### src/rtl/pipe_sequencer.sv
// Pipeline stall/flush sequencer with a multi-cycle mul/div EX hold.
// Define PIPE_PERF_CNT_EN to build the stall/flush performance counters.
module pipe_sequencer #(
    parameter int MUL_LAT = 4,
    parameter int DIV_LAT = 34
) (
    input  logic        clk,
    input  logic        reset,
    input  logic        hz_stall,
    input  logic        br_taken,
    input  logic        jump,
    input  logic        mdu_start,
    input  logic        mdu_div,
    input  logic        cnt_clr,
    output logic        pc_en,
    output logic        ifid_en,
    output logic        ifid_flush,
    output logic        idex_flush,
    output logic        ex_hold,
    output logic        mdu_done,
    output logic [1:0]  state,
    output logic [15:0] stall_cnt,
    output logic [15:0] flush_cnt
);

    typedef enum logic [1:0] {
        S_RUN  = 2'd0,
        S_BUSY = 2'd1,
        S_DONE = 2'd2
    } state_t;

    // Start and done cycles are outside the busy count, hence the -3.
    localparam logic [7:0] MUL_LOAD = 8'(MUL_LAT - 3);
    localparam logic [7:0] DIV_LOAD = 8'(DIV_LAT - 3);

    state_t     r_state;
    state_t     w_state_nxt;
    logic [7:0] r_lat;
    logic [7:0] w_lat_nxt;

    always_ff @(posedge clk or posedge reset) begin
        if (reset) begin
            r_state <= S_RUN;
            r_lat   <= 8'd0;
        end else begin
            r_state <= w_state_nxt;
            r_lat   <= w_lat_nxt;
        end
    end

    always_comb begin
        w_state_nxt = r_state;
        w_lat_nxt   = r_lat;
        pc_en       = 1'b1;
        ifid_en     = 1'b1;
        ifid_flush  = 1'b0;
        idex_flush  = 1'b0;
        ex_hold     = 1'b0;
        mdu_done    = 1'b0;
        unique case (r_state)
            S_BUSY: begin
                pc_en   = 1'b0;
                ifid_en = 1'b0;
                ex_hold = 1'b1;
                if (r_lat == 8'd0) begin
                    w_state_nxt = S_DONE;
                end else begin
                    w_lat_nxt = r_lat - 8'd1;
                end
            end
            default: begin
                if (hz_stall) begin
                    pc_en      = 1'b0;
                    ifid_en    = 1'b0;
                    idex_flush = 1'b1;
                end else if (br_taken | jump) begin
                    ifid_flush = 1'b1;
                end
                if (r_state == S_DONE) begin
                    mdu_done    = 1'b1;
                    w_state_nxt = S_RUN;
                end else if (mdu_start) begin
                    w_state_nxt = S_BUSY;
                    w_lat_nxt   = mdu_div ? DIV_LOAD : MUL_LOAD;
                end
            end
        endcase
        // Reset parks the pipe: nothing fetched, both stage registers flushed.
        if (reset) begin
            pc_en      = 1'b0;
            ifid_en    = 1'b0;
            ifid_flush = 1'b1;
            idex_flush = 1'b1;
            ex_hold    = 1'b0;
            mdu_done   = 1'b0;
        end
    end

    assign state = r_state;

`ifdef PIPE_PERF_CNT_EN
    logic [15:0] r_stall_cnt;
    logic [15:0] r_flush_cnt;

    always_ff @(posedge clk or posedge reset) begin
        if (reset) begin
            r_stall_cnt <= 16'd0;
            r_flush_cnt <= 16'd0;
        end else if (cnt_clr) begin
            r_stall_cnt <= 16'd0;
            r_flush_cnt <= 16'd0;
        end else begin
            if (!pc_en && r_stall_cnt != 16'hFFFF) begin
                r_stall_cnt <= r_stall_cnt + 16'd1;
            end
            if ((ifid_flush | idex_flush) && r_flush_cnt != 16'hFFFF) begin
                r_flush_cnt <= r_flush_cnt + 16'd1;
            end
        end
    end

    assign stall_cnt = r_stall_cnt;
    assign flush_cnt = r_flush_cnt;
`else
    logic w_unused;
    assign w_unused  = cnt_clr;
    assign stall_cnt = 16'd0;
    assign flush_cnt = 16'd0;
`endif

endmodule

### config.mk
export PLATFORM = sky130hd
export DESIGN_NAME = pipe_sequencer
export DESIGN_NICKNAME = d
export VERILOG_FILES = /design/src/rtl/pipe_sequencer.sv
export SDC_FILE = /design/constraint.sdc
export NUM_CORES = 1
export LEC_CHECK = 0
export CAP_MARGIN = 20
export CORE_MARGIN = 5
export CORE_UTILIZATION = 39
export DETAILED_ROUTE_END_ITERATION = 8
export PLACE_DENSITY = 0.79
export SYNTH_ARGS = -nofsm -noshare
export SYNTH_HDL_FRONTEND = slang
export SYNTH_SLANG_ARGS = --single-unit
### constraint.sdc
create_clock -name clk -period 2.17 [get_ports clk]
set_input_delay 0.3255 -clock clk [delete_from_list [all_inputs] [get_ports clk]]
set_output_delay 0.3255 -clock clk [all_outputs]
set_load 0.02 [all_outputs]
==> flow_metrics.tcl, run 1 <==
set metrics [dict create \
    status "complete, no violations" \
    max_slew_margin_pct 48.62 \
    path_class "reg2out" \
    tightest_slew_ns 0.7637 \
    clkPwrFrac_pct 11.4 \
    final_cell_count_no_fill 153 \
    rsz0062_at_grt "no" \
    gr-total-overflow 0 \
    critical_path.endpoint_type "primary output" \
    syn2layout_area_growth_pct 10.95 \
    switching_share_pct 45.68 \
    worstPathRequired_ns 1.84 \
    slew_viol_final 0 \
    finClkSkew_ns 0.002313 \
    fp.dieH_um 58.73 \
    max_cap_violations 0 \
    ys_ff_latch 10 \
    place_hpwl_um 1466 \
    netlist_area_um2 925.9 \
    drive_above_1_share_pct 12.80 \
    vias 723 \
    fmax_ghz 0.5035 \
    ys_seq_area_share_pct 27.03 \
    worst_path_max_delay_cell "clkdlybuf4s50_1" \
    final_cell_mix "32 x conb_1, 10 x dfrtp_1, 9 x clkdlybuf4s50_1" \
    die_w_um 58.73 \
    htreeDepth 1 \
    post-route-period-util_pct 91.53 \
    clkSlewWorstSetupHoldPaths_ns 0.06 \
    crit_path_max_incr_delay_ns 0.61 \
    port_buffers 14 \
    p_leak_nw 0.5155 \
    post_cts_buffers 0 \
    first_pass_iters 4 \
    cts_root_buf "clkbuf_4" \
    boundaryPins 48 \
    dp_slack_ns 0.1475 \
    fill_cells 242 \
    cts_tree "done" \
    syn_avg_cell_area_um2 8.653 \
    path_cells "inv_1 -> ha_1 -> nor2b_1 -> clkdlybuf4s50_1" \
    sequentialPowerShare_pct 29.7 \
    fin_hold_ws_ns 0.4884 \
    crit_fanout 4 \
    synth_cell_types 36 \
    grt_usage_pct 11.40 \
    nets 138 \
    power_density_nw_per_um2 1103 \
    reg2reg_from "state[1]" \
    hold_path.class "in2async" \
    clk_latency_ns 0.27 \
    wirelength_um 1844 \
    core.rowCount 17 \
    vias_per_cell 4.725 \
    finalCriticalPeriod_ns 1.986 \
    synth_warnings 0 \
    cts_buffers 3 \
    wire_per_inst_um 12.05 \
    first_global_vias 699 \
    grt_max_degree 11 \
    ant_nets 0 \
    hold_viol 0 \
    drc 0 \
    syn_inst 107 \
    cts.sink_count 10 \
    fin_ws_ns 0.1838 \
    clockBufferDepth 2 \
    fin_setup_tns_ns 0 \
    intPower_mw 0.6153 \
    ir_drop_uv 582.9 \
    antenna_found_initial 0 \
    core_um2 2233 \
    cp.arrival_ns 1.66 \
    gp_congestion 0.8757 \
    switchingPower_mw 0.5175 \
    combPwrFrac_pct 58.9 \
    diodes 0 \
    grt_first_pass_wirelength_um 3056 \
    final_common_cell "conb_1" \
    setup_violations 0 \
    startpoint_type "flop" \
    drt_iter0_drc 5 \
    startpoint "state[0]" \
    start_util_pct 41.46 \
    die-area_um2 3449 \
    fin_util_pct 45.99 \
    dp_cells 150 \
]
[registers in the layout, indices dropped and copies added (netlist names)]
name   count
state      2
r_lat      8
[synth_stat cells, drive strengths merged]
master | count | area share, %
buf | 34 | 28
dfrtp | 10 | 27
inv | 7 | 2.8
nor2 | 4 | 1.6
o21ai | 4 | 2.6
ha | 3 | 4.1
nand3 | 3 | 1.6
nor2b | 3 | 2.0
nor3 | 3 | 1.6
o211ai | 3 | 2.4
a211oi | 2 | 1.6
a21o | 2 | 1.6
a21oi | 2 | 1.1
a221oi | 2 | 1.9
nand2 | 2 | 0.81
nand2b | 2 | 1.4
nand4 | 2 | 1.4
nor4b | 2 | 1.9
or4b | 2 | 2.6
a22o | 1 | 1.1
a31oi | 1 | 0.68
and4 | 1 | 0.95
clkbuf | 1 | 0.41
clkinv | 1 | 0.41
conb | 1 | 0.41
mux2 | 1 | 1.2
mux2i | 1 | 1.1
nor3b | 1 | 0.81
nor4 | 1 | 0.68
o21bai | 1 | 0.81
o22a | 1 | 1.1
o31a | 1 | 1.1
o31ai | 1 | 0.81
xnor2 | 1 | 0.95
[stage by stage]
step / cell area (um^2) / power, mW
after floorplan: 1047 / 0.8416
after global placement: 1001 / 0.9785
after detailed placement: 1001 / 1.011
after CTS: 1022 / 1.143
after global routing: 1027 / 1.231
final: 1027 / 1.133
[kinds of logic after synthesis]
logic type / count (synthesis) / share of synthesized area [%]
mux: 2 / 2.297
xor+xnor: 1 / 0.9461
simple gates: 26 / 17.30
flops: 10 / 27.03
fa+ha+maj: 3 / 4.054
buf+inv: 43 / 31.22
compound gates: 21 / 16.76
other cells: 1 / 0.4050
[metal layers]
layer  track usage, %  wire length [um]
met3            5.044               204
met1            13.21               707
met2            18.45               923
met5                0                 0
met4            4.207                 8
[power groups by stage]
stage	sequential (mW)	clock, mW	combinational, mW
2_1_floorplan	0.335	0	0.506
3_3_place_gp	0.333	0	0.646
3_5_place_dp	0.338	0	0.673
4_1_cts	0.336	0.136	0.671
5_1_grt	0.348	0.146	0.737
6_report	0.337	0.129	0.667
[area by class of cell]
class | count | area, um^2 | area share (%)
inverters | 8 | 30.03 | 2.923
multi-input cells | 85 | 510.5 | 49.70
repair buffers | 19 | 178.9 | 17.42
clock buffers | 3 | 22.52 | 2.192
well taps | 28 | 35.03 | 3.410
flip-flops and latches | 10 | 250.2 | 24.36
[critical path, delay by kind of cell (launching register included)]
family	cells	cell delay, ns
buf+inv	2	0.68
flops	1	0.41
simple gates	1	0.14
fa+ha+maj	1	0.16
[path summary, 6_finish.rpt]
path                             to  slack [ns]  cells past startpoint
max                        mdu_done        0.18                      4
min                        r_lat[6]        0.49                      3
max reg2reg                state[0]        0.28                      5
min reg2reg                state[1]        0.56                      2
max in group asynchronous  r_lat[2]        1.54                      3
min in group clk           state[1]        0.56                      2
[timing repair]
item / in CTS / in global routing
hold buffers: 0 / 0
hold endpoints to repair: 0 / 0
endpoints found under the setup margin: 5 / 2
resized for setup: 4 / 2
Power figures use the tool's default switching activity.
==> run 2: changes to the inputs <==
==> constraint.sdc (replaced) <==
create_clock -name clk -period 2.17 [get_ports clk]
set_input_delay 0.434 -clock clk [delete_from_list [all_inputs] [get_ports clk]]
set_output_delay 0.434 -clock clk [all_outputs]
set_load 0.02 [all_outputs]
==> run 2 against run 1 <==
Die area did not move; sequential share of layout area fell by 0.15 points; critical endpoint is now state[0]; combinational power fell by 3%; highest routed layer unchanged; largest cell class unchanged; critical path depth rose by 2; total power rose by 2.2%; largest power group unchanged.
==> flow_metrics.tcl, run 2 (synthesis gave the netlist of run 1 again) <==
set metrics [dict create \
    status "complete, no violations" \
    core_um2 2233 \
    syn2layout_area_growth_pct 11.62 \
    cts.sink_count 10 \
    finalCriticalPeriod_ns 2.020 \
    wirelength_um 1746 \
    hold_path.class "reg2reg" \
    place_hpwl_um 1363 \
    slew_viol_final 0 \
    fin_util_pct 46.27 \
    largest_register "r_lat" \
    antenna_found_initial 0 \
    reg2reg_from "state[1]" \
    final_cell_mix "32 x conb_1, 10 x dfrtp_1, 8 x clkdlybuf4s50_1" \
    core.rowCount 17 \
    r2r_slack_ns 0.15 \
    setup_violations 0 \
    drt_iter0_drc 18 \
    start_util_pct 41.46 \
    clk_latency_ns 0.27 \
    crit_fanout 15 \
    final_common_cell "conb_1" \
    fp.dieH_um 58.73 \
    clkSlewWorstSetupHoldPaths_ns 0.06 \
    first_global_vias 626 \
    r2r_end "state[0]" \
    path_cells "inv_1 -> ha_1 -> buf_4 -> or4b_1 -> o21ai_2 -> mux2_2" \
    finClkSkew_ns 0.003772 \
    startpoint_type "flop" \
    critical_path.endpoint_type "flop" \
    cts_buffers 3 \
    rsz0062_at_grt "no" \
    ctsHoldBuffers 0 \
    grt_first_pass_wirelength_um 2760 \
    wire_per_inst_um 11.34 \
    die-area_um2 3449 \
    hold_viol 0 \
    cp_top_family "simple AND/OR/NAND/NOR gates" \
    fmax_ghz 0.4951 \
    worstPathRequired_ns 2.33 \
    cts_root_buf "clkbuf_4" \
    largest_register_ffs 8 \
    grt_max_degree 16 \
    die_w_um 58.73 \
    drive_above_1_share_pct 12.70 \
    worstSetupEndpoint "state[0]" \
    max_slew_margin_pct 49.75 \
    boundaryPins 48 \
    gr-total-overflow 0 \
    startpoint "state[1]" \
    gp_congestion 0.8671 \
    post-route-period-util_pct 93.08 \
    ant_nets 0 \
    worst_path_max_delay_cell "or4b_1" \
    crit_buf_inv 2 \
    port_buffers 14 \
    htreeDepth 1 \
    power_density_nw_per_um2 1121 \
    p_total_mw 1.158 \
    reg2reg_depth 6 \
    path_depth 6 \
    vias 715 \
    tightest_slew_ns 0.7469 \
    nets 138 \
    fill_cells 216 \
    vias_per_cell 4.643 \
    ir_drop_uv 568.8 \
    max_cap_violations 0 \
    first_pass_iters 4 \
    cts_tree "done" \
    clockBufferDepth 2 \
    crit_path_max_incr_delay_ns 0.51 \
    grt_usage_pct 9.878 \
    drc 0 \
    p_leak_nw 0.5177 \
    diodes 0 \
    path_class "reg2reg" \
    cp.arrival_ns 2.18 \
]
run 2: tightest hold or removal path: stages, from the launching register on:
cell and delay (ns):
dfrtp_1 0.39, nand2_1 0.06, o21ai_0 0.06
run 2: report_power, final:
part	switching, mW	internal, mW
Clock	0.0697	0.102
Combinational	0.365	0.286
Sequential	0.0806	0.255
Total	0.515	0.643
run 2: area by class of cell:
class	count	area (um^2)	area share (%)
multi-input combinational	85	508.0	49.15
sequential	10	250.2	24.21
timing repair buffer	19	173.9	16.83
clock buffer	4	36.28	3.511
tap	28	35.03	3.390
inverter	8	30.03	2.906
run 2: worst min-delay path by stage:
stage                         from  endpoint  slack (ns)  depth (start not counted)
final                     state[1]  state[1]        0.55                          2
after floorplan              reset  r_lat[0]        0.28                          1
after detailed placement  state[1]  state[1]        0.53                          2
after global placement    state[1]  state[1]        0.52                          2
after global routing      state[0]  state[0]        0.60                          1
after CTS                 state[1]  state[1]        0.55                          2
run 2: stage by stage:
step	worst slack [ns]	instances	instance area, um^2	hold slack [ns]	TNS, ns
2_1_floorplan	0.08667	138	1047	0.2823	0
3_3_place_gp	-0.03231	150	1001	0.5168	-0.05978
3_5_place_dp	-0.04541	150	1001	0.5337	-0.1239
4_1_cts	0.04121	154	1031	0.5468	0
5_1_grt	0.05336	154	1033	0.6035	0
6_report	0.1502	154	1033	0.5465	0
run 2: what timing repair did:
item / 4_1_cts / 5_1_grt
endpoints found under the hold margin: 0 / 0
buffers inserted: 0 / 0
resized for setup: 5 / 1
endpoints found under the setup margin: 5 / 1
run 2: per-layer routing:
layer	global-route usage, %	share of wire (%)	wire length [um]
met2	15.77	46	809
met3	3.728	14	237
met4	0.6472	0.46	8
met5	0	0	0
met1	13.25	40	690
